[config.mk]
export PLATFORM = sky130hd
export DESIGN_NAME = screen_fade_ctrl
export DESIGN_NICKNAME = d
export VERILOG_FILES = /design/src/rtl/screen_fade_ctrl.sv
export SDC_FILE = /design/constraint.sdc
export NUM_CORES = 1
export LEC_CHECK = 0
export ABC_AREA = 1
export CAP_MARGIN = 20
export CORE_UTILIZATION = 60
export DETAILED_ROUTE_END_ITERATION = 8
export HOLD_SLACK_MARGIN = 0.1
export PLACE_DENSITY = 0.83
export SETUP_SLACK_MARGIN = 0.4
export SYNTH_ARGS = -nofsm -noshare
export SYNTH_HDL_FRONTEND = slang
export SYNTH_SLANG_ARGS = --single-unit
[constraint.sdc]
create_clock -name clk -period 4.9 [get_ports clk]
set_clock_uncertainty 0.1 [all_clocks]
set_input_delay 0.98 -clock clk [delete_from_list [all_inputs] [get_ports clk]]
set_output_delay 0.98 -clock clk [all_outputs]
set_load 0.02 [all_outputs]
[src/rtl/screen_fade_ctrl.sv]
// Post-mux video fade stage: scales RGB by a frame-synchronous brightness level (fade out / hold / fade in).
// Latency: exactly 1 clk for RGB and syncs; status flags are registered alongside.
// No backpressure: streaming pixel path, fadeRequest while busy is dropped. Optional macro: FADE_HOLD_INPUT_EN.
module screen_fade_ctrl #(
   parameter int LEVEL_BITS      = 4,
   parameter int FRAMES_PER_STEP = 2,
   parameter int HOLD_FRAMES     = 3
) (
   input  logic       clk,
   input  logic       reset,
   input  logic       startOfFrame,
   input  logic       fadeRequest,
`ifdef FADE_HOLD_INPUT_EN
   input  logic       holdRelease,
`endif
   input  logic [7:0] redIn,
   input  logic [7:0] greenIn,
   input  logic [7:0] blueIn,
   input  logic       hsyncIn,
   input  logic       vsyncIn,
   output logic [7:0] redOut,
   output logic [7:0] greenOut,
   output logic [7:0] blueOut,
   output logic       hsyncOut,
   output logic       vsyncOut,
   output logic       fadeBusy,
   output logic       screenBlack,
   output logic       fadeDone
);

   // Level spans 0..2**LEVEL_BITS inclusive, so it needs one extra bit.
   localparam int LVL_W    = LEVEL_BITS + 1;
   localparam int PROD_W   = 8 + LEVEL_BITS + 1;
   localparam int CNT_W    = 16;
   localparam int STEP_EFF = (FRAMES_PER_STEP < 1) ? 1 : FRAMES_PER_STEP;
   localparam int HOLD_EFF = (HOLD_FRAMES < 1) ? 1 : HOLD_FRAMES;

   localparam logic [LVL_W-1:0] LVL_MAX   = LVL_W'(1 << LEVEL_BITS);
   localparam logic [LVL_W-1:0] LVL_ONE   = LVL_W'(1);
   localparam logic [CNT_W-1:0] STEP_LAST = CNT_W'(STEP_EFF - 1);
   localparam logic [CNT_W-1:0] HOLD_LAST = CNT_W'(HOLD_EFF - 1);
   localparam logic [CNT_W-1:0] CNT_ONE   = CNT_W'(1);

   typedef enum logic [1:0] {
      ST_IDLE     = 2'd0,
      ST_FADE_OUT = 2'd1,
      ST_HOLD     = 2'd2,
      ST_FADE_IN  = 2'd3
   } state_t;

   state_t            state_q, state_d;
   logic [LVL_W-1:0]  level_q, level_d;
   logic [CNT_W-1:0]  step_cnt_q, step_cnt_d;
   logic [CNT_W-1:0]  hold_cnt_q, hold_cnt_d;
   logic              fade_busy_q, fade_busy_d;
   logic              screen_black_q, screen_black_d;
   logic              fade_done_q, fade_done_d;
   logic [7:0]        red_out_q, red_out_d;
   logic [7:0]        green_out_q, green_out_d;
   logic [7:0]        blue_out_q, blue_out_d;
   logic              hsync_q, hsync_d;
   logic              vsync_q, vsync_d;
`ifdef FADE_HOLD_INPUT_EN
   logic              release_q, release_d;
`endif

   // Multiply one 8-bit colour by the level; level MAX is an exact passthrough.
   function automatic logic [7:0] scale(input logic [7:0] c, input logic [LVL_W-1:0] lvl);
      logic [PROD_W-1:0] prod;
      prod = PROD_W'(c) * PROD_W'(lvl);
      return 8'(prod >> LEVEL_BITS);
   endfunction

   // Next-state logic: sequencing of the fade, level stepping only on frame pulses.
   always_comb begin
      state_d    = state_q;
      level_d    = level_q;
      step_cnt_d = step_cnt_q;
      hold_cnt_d = hold_cnt_q;
      fade_done_d = 1'b0;
`ifdef FADE_HOLD_INPUT_EN
      release_d  = release_q;
`endif
      case (state_q)
         ST_IDLE: begin
            // A frame pulse coinciding with the request is not a step.
            if (fadeRequest) begin
               state_d    = ST_FADE_OUT;
               step_cnt_d = '0;
               hold_cnt_d = '0;
            end
         end
         ST_FADE_OUT: begin
            if (startOfFrame) begin
               if (step_cnt_q == STEP_LAST) begin
                  step_cnt_d = '0;
                  level_d    = level_q - LVL_ONE;
                  if (level_q == LVL_ONE) begin
                     state_d    = ST_HOLD;
                     hold_cnt_d = '0;
                  end
               end else begin
                  step_cnt_d = step_cnt_q + CNT_ONE;
               end
            end
         end
         ST_HOLD: begin
`ifdef FADE_HOLD_INPUT_EN
            // Release is sticky until the next frame pulse takes us out of HOLD.
            if (holdRelease) begin
               release_d = 1'b1;
            end
            if (startOfFrame) begin
               hold_cnt_d = hold_cnt_q + CNT_ONE;
               if (release_q || holdRelease) begin
                  state_d    = ST_FADE_IN;
                  step_cnt_d = '0;
                  hold_cnt_d = '0;
                  release_d  = 1'b0;
               end
            end
`else
            if (startOfFrame) begin
               if (hold_cnt_q == HOLD_LAST) begin
                  state_d    = ST_FADE_IN;
                  step_cnt_d = '0;
                  hold_cnt_d = '0;
               end else begin
                  hold_cnt_d = hold_cnt_q + CNT_ONE;
               end
            end
`endif
         end
         ST_FADE_IN: begin
            if (startOfFrame) begin
               if (step_cnt_q == STEP_LAST) begin
                  step_cnt_d = '0;
                  level_d    = level_q + LVL_ONE;
                  if (level_q == (LVL_MAX - LVL_ONE)) begin
                     state_d     = ST_IDLE;
                     fade_done_d = 1'b1;
                  end
               end else begin
                  step_cnt_d = step_cnt_q + CNT_ONE;
               end
            end
         end
         default: begin
            state_d = ST_IDLE;
            level_d = LVL_MAX;
         end
      endcase
   end

   // Status flags describe the state/level that will hold after this edge.
   always_comb begin
      fade_busy_d    = (state_d != ST_IDLE);
      screen_black_d = (level_d == '0);
   end

   // Pixel path: scale by the level in force this cycle, syncs delayed to match.
   always_comb begin
      red_out_d   = scale(redIn,   level_q);
      green_out_d = scale(greenIn, level_q);
      blue_out_d  = scale(blueIn,  level_q);
      hsync_d     = hsyncIn;
      vsync_d     = vsyncIn;
   end

   // All state and registered outputs; reset drops any partial fade immediately.
   always_ff @(posedge clk or posedge reset) begin
      if (reset) begin
         state_q        <= ST_IDLE;
         level_q        <= LVL_MAX;
         step_cnt_q     <= '0;
         hold_cnt_q     <= '0;
         fade_busy_q    <= 1'b0;
         screen_black_q <= 1'b0;
         fade_done_q    <= 1'b0;
         red_out_q      <= '0;
         green_out_q    <= '0;
         blue_out_q     <= '0;
         hsync_q        <= 1'b1;
         vsync_q        <= 1'b1;
`ifdef FADE_HOLD_INPUT_EN
         release_q      <= 1'b0;
`endif
      end else begin
         state_q        <= state_d;
         level_q        <= level_d;
         step_cnt_q     <= step_cnt_d;
         hold_cnt_q     <= hold_cnt_d;
         fade_busy_q    <= fade_busy_d;
         screen_black_q <= screen_black_d;
         fade_done_q    <= fade_done_d;
         red_out_q      <= red_out_d;
         green_out_q    <= green_out_d;
         blue_out_q     <= blue_out_d;
         hsync_q        <= hsync_d;
         vsync_q        <= vsync_d;
`ifdef FADE_HOLD_INPUT_EN
         release_q      <= release_d;
`endif
      end
   end

   assign redOut      = red_out_q;
   assign greenOut    = green_out_q;
   assign blueOut     = blue_out_q;
   assign hsyncOut    = hsync_q;
   assign vsyncOut    = vsync_q;
   assign fadeBusy    = fade_busy_q;
   assign screenBlack = screen_black_q;
   assign fadeDone    = fade_done_q;

endmodule
# --- Yosys cells after proc, flatten, opt, wreduce, memory -nomap -nowiden ---
# Index checks and enable logic that the tools add are counted.
op_classes:
  multipliers: 3
  n_reduce_logical: 7
  muxes: 31
  eq_ne: 14
  addsub: 4
op_table:
  columns: ["operator", "n"]
  rows:
  - ["2-to-1 mux 16 bit", 10]
  - ["one-hot mux 16 bit (3 select lines)", 2]
  - ["multiplier 8 x 5 -> 12 bit", 3]
  - ["adder 16 x 1 -> 16 bit (second input constant)", 2]
  - ["2-to-1 mux 5 bit", 4]
  - ["2-to-1 mux 2 bit", 9]
  - ["equality test 16 x 1 -> 1 bit (second input constant)", 1]
  - ["equality test 16 x 2 -> 1 bit (second input constant)", 1]
  - ["inequality test 2 bit (second input constant)", 6]
  - ["one-hot mux 5 bit (2 select lines)", 1]
  - ["one-hot mux 2 bit (4 select lines)", 1]
  - ["AND reduction 6 bit", 1]
  - ["adder 5 x 1 -> 5 bit (second input constant)", 1]
  - ["equality test 5 x 1 -> 1 bit (second input constant)", 1]
  - ["equality test 5 x 4 -> 1 bit (second input constant)", 1]
  - ["zero test 5 bit", 1]
  - ["subtractor 5 x 1 -> 5 bit (second input constant)", 1]
  - ["equality test 2 bit (second input constant)", 2]
  - ["2-to-1 mux 1 bit", 4]
  - ["AND reduction 4 bit", 1]
  - ["nonzero test 3 bit", 1]
  - ["equality test 2 x 1 -> 1 bit (second input constant)", 1]
  - ["zero test 2 bit", 1]
  - ["inequality test 2 x 1 -> 1 bit (second input constant)", 1]
  - ["2 further kinds", 2]
totals:
  ff_bits: 68
  input_bits: 30
  elab_cells: 71

# --- Logic depth before layout (Yosys ltp) ---
logic_depth:
  depth_word: 6
  depth_mapped: 20
  depth_no_buf: 18

# --- Worst setup path after synthesis ---
# Ideal clock, no wire load.
synth_timing:
  kind: "input to register"
  start: "input port greenIn[1]"
  end: "register green_out_q[5], in the netlist greenOut[5]"
  arrival_ns: 3.751
  required_ns: 4.672
  slack_ns: 0.921
  stages: 12
  setup_ns: 0.128
  cell_sequence: "nand2_1 inv_1 fa_1 fa_1 inv_1 fa_1 inv_1 ha_1 nand2_1 o31ai_1 a21oi_1 xor2_1"
synth_via:
  elab_chain_len: 1
synth_rtl:
  columns: ["element", "line_no", "text"]
  rows:
  - ["start, declared", "17", "input logic [7:0] greenIn,"]
  - ["multiplier 8 x 5 -> 12 bit", "70", "prod = PROD_W'(c) * PROD_W'(lvl);"]
  - ["net green_out_d[5]", "59", "logic [7:0] green_out_q, green_out_d;"]
  - ["end signal, assigned", "197", "green_out_q <= green_out_d;"]
  - ["end, declared", "59", null]
# The timed path passes the listed nets, and every way through them passes these cells.
# A chain may end at the register's enable or synchronous reset.

# --- Worst setup path after layout ---
layout_timing:
  start: "input port redIn[2]"
  end: "register red_out_q[6], in the netlist redOut[6]"
layout_via:
  elab_chain_len: 1
layout_rtl:
  columns: ["element", "line_no", "text"]
  rows:
  - ["start, declared", "16", "input logic [7:0] redIn,"]
  - ["multiplier 8 x 5 -> 12 bit", "70", null]
  - ["net red_out_d[6]", "58", "logic [7:0] red_out_q, red_out_d;"]
  - ["end signal, assigned", "196", "red_out_q <= red_out_d;"]
  - ["end, declared", "58", null]
# The timed path passes the listed nets, and every way through them passes these cells.

==> run metrics <==
status finished, final reports clean; worst r2r dst redOut[7]; Mapped Cells approximately 900; DRC 0; die height 108.4 µm; CTS Buffer Depth 2; first-pass iteration count of the detailed router 5; r2r setup slk 0.74 ns; row count 38; Leakage Power about 4.3 nW; gr usage total between 20 and 30%; cell area after synthesis 6790 µm²; Final setup viols 0; last element of the critical path redOut[6]; final hold violations 0; syn avg cell area ~7.6 µm²; Synth Register Bits between 60 and 70; Slew @ Worst Pin ~0.99 ns; CTS tree yes; core area around 11000 µm²; number of global-route vias before repair around 5500; via count 5701; Post-synth EDFFs 0; Port Buf Inserts between 50 and 60; Worst setup EP type flop; TritonCTS buffer count 9; Setup Slack @ Placement 0.1551 ns; vias per cell approximately 5.2; Routability Congestion around 0.88; grt total ovfl 0; worst endpoint required time 5.02 ns; htree depth 3; global-route wire length before repair around 24 mm; Slew headroom about a third; DPL Wire Length between 10 and 15 mm; initial antenna violation count 0; fmax approximately 0.23 GHz; final setup TNS 0 ns; wire per inst between 10 and 15 µm; clock slew at reported path FFs 0.06 ns; Synthesized Nets around 1000; initial core utilization between 60 and 70%; Synth warnings 0; # nets final about 1100; Routed Antenna Nets 0; Worst Reg2Reg Path Length in Cells 14; Worst R2R Start level_q[3]; clk sinks 68; Slew Limit Fails 0; share of layout cells above drive strength 1 5.462%; cts hold-fix bufs 0; Arrival @ worst endpoint approximately 4.4 ns; Power Density 508.3 nW/µm²; Crit Path Category input pin to flop; root buffer cell clkbuf_16; Tmin final 4.291 ns; Setup WS post-layout 0.6087 ns; clk_lat worst skew about 0.34 ns; crit path launch redIn[2]; Ports approximately 60; Initial DRC Count 338; crit path max fanout 6; met3 GRT Util between 2 and 3%; gr busiest metal met2; peak supply drop around 0.29 mV; Worst Setup Start Kind input pin; met2 Use GR a little over two fifths; Post-synth top flop dfrtp_1; synth-to-layout area growth 14.15%; drt total wl 13.83 mm; sequential area share after synthesis 25.12%; Max-cap violations 0; number of antenna diodes 0; fin crit share about 90%; largest net degree at the start of global routing approximately 50; Cell variety after synth 45; unrepaired setup endpoints after global routing true; Die Wd roughly 110 µm; full die area between 10000 and 15000 µm²; final hold slack approximately 0.44 ns; hold crit path type flop to flop; Async S/R FF share, synth 100.0%; Global Route met1 Usage ~34%; Worst Min Path Start hold_cnt_q[15]
## cell usage after synthesis, types with 2 or more instances
cell type	n	area [µm²]
a21o_1	2	15.01
a21oi_1	38	190.2
buf_2	4	20.02
buf_4	2	15.01
buf_6	5	56.30
clkbuf_1	11	41.29
dfrtp_1	65	1627
dfstp_2	3	78.83
fa_1	48	960.9
ha_1	62	775.7
inv_1	188	705.7
inv_2	7	26.28
nand2_1	230	863.3
nand2_2	5	31.28
nand3_1	39	195.2
nand3b_1	2	15.01
nand4_1	16	100.1
nor2_1	57	214.0
nor2_2	2	12.51
nor2_4	3	33.78
nor3_1	12	60.06
o21a_1	3	22.52
o21ai_0	13	65.06
o21ai_1	5	25.02
o21bai_1	3	22.52
o31ai_1	11	82.58
xnor2_1	7	61.31
xor2_1	36	315.3
## registers in the layout, indices dropped and copies added, names as in the netlist
register and flops:
hold_cnt_q 16, fadeBusy 1, state_q 2, vsyncOut 1
blueOut 8, step_cnt_q 16, redOut 8, hsyncOut 1
screenBlack 1, level_q 5, greenOut 8, fadeDone 1
## per-layer routing
layer  vias to the layer above  part of all wire, %
met5                         -                    0
met4                         0                  2.3
met3                        25                  4.1
met2                       166                   49
met1                      2655                   45
li1                       2855                    -
## worst min path at each step
stage / end / slack (ns) / cells past startpoint
finish: hold_cnt_q[15] / 0.44 / 2
detailed placement: hold_cnt_q[15] / 0.43 / 2
CTS: hold_cnt_q[15] / 0.44 / 2
global route: hold_cnt_q[15] / 0.46 / 2
global placement: step_cnt_q[15] / 0.41 / 2
floorplan: step_cnt_q[15] / 0.39 / 2
## placed cells by master (no fill, tap or decap), types with 2 or more instances in the layout
cell	instances
o21ai_1	5
clkdlybuf4s50_1	55
ha_1	62
nor2_1	57
dfrtp_1	65
nand4_1	16
nor2_4	3
xor2_1	36
o31ai_1	9
xnor2_1	7
clkinvlp_4	2
buf_4	3
dlymetal6s2s_1	3
nand3_1	39
nand2_1	230
fa_1	48
o21ai_0	13
o21a_1	3
dfstp_2	3
o31ai_2	3
nor2_2	2
clkbuf_16	9
inv_1	187
clkinv_2	3
nand2_2	5
o21bai_1	3
nor3_1	12
inv_2	8
nand3b_1	2
a21o_1	2
a21oi_1	38
## per-stage QoR
step	utilization (%)	instances	power [W]	cell area [µm²]
2_1_floorplan	-	896	0.002684	6790
3_3_place_gp	68.00	1075	0.003237	7436
3_5_place_dp	68.00	1075	0.003310	7436
4_1_cts	70.54	1091	0.003947	7714
5_1_grt	70.88	1092	0.004361	7751
6_report	70.88	1092	0.003940	7751
## kinds of logic after synthesis
logic type               share of synthesized area [%]
AND/OR/NAND/NOR                                  23.25
adder cells (fa/ha/maj)                          25.58
flip-flops                                       25.12
AO/OA/AOI/OAI                                    7.776
buffers and inverters                            12.73
XOR/XNOR                                         5.546
## critical path: stages
cell             delay (ns)
clkdlybuf4s50_1        0.58
nand2_1                0.08
inv_1                  0.11
fa_1                   0.45
fa_1                   0.54
inv_1                  0.06
fa_1                   0.53
inv_1                  0.04
ha_1                   0.37
a21oi_1                0.25
nand2_1                0.13
nand3_1                0.09
nand2_1                0.07
xor2_1                 0.14
## layout make-up
cell class	count	area, µm²
well taps	140	175.2
clock inverters	6	38.79
inverters	195	732.0
multi-input cells	611	4230
flip-flops and latches	68	1705
repair buffers	62	630.6
fillers	897	3184
clock buffers	10	239.0
## report_power, final
group,internal (W),total [W],switching [W],leakage (nW)
clock network,0.000355,0.000606,0.000251,0.135
logic,0.000980,0.00236,0.00138,3.37
registers,0.000776,0.000972,0.000196,0.809
## what timing repair did
action	in CTS	in global routing
buffers inserted	0	0
gates resized for setup	0	5
setup endpoints to repair	0	4
Note: power is estimated with default switching activity, not from simulation.
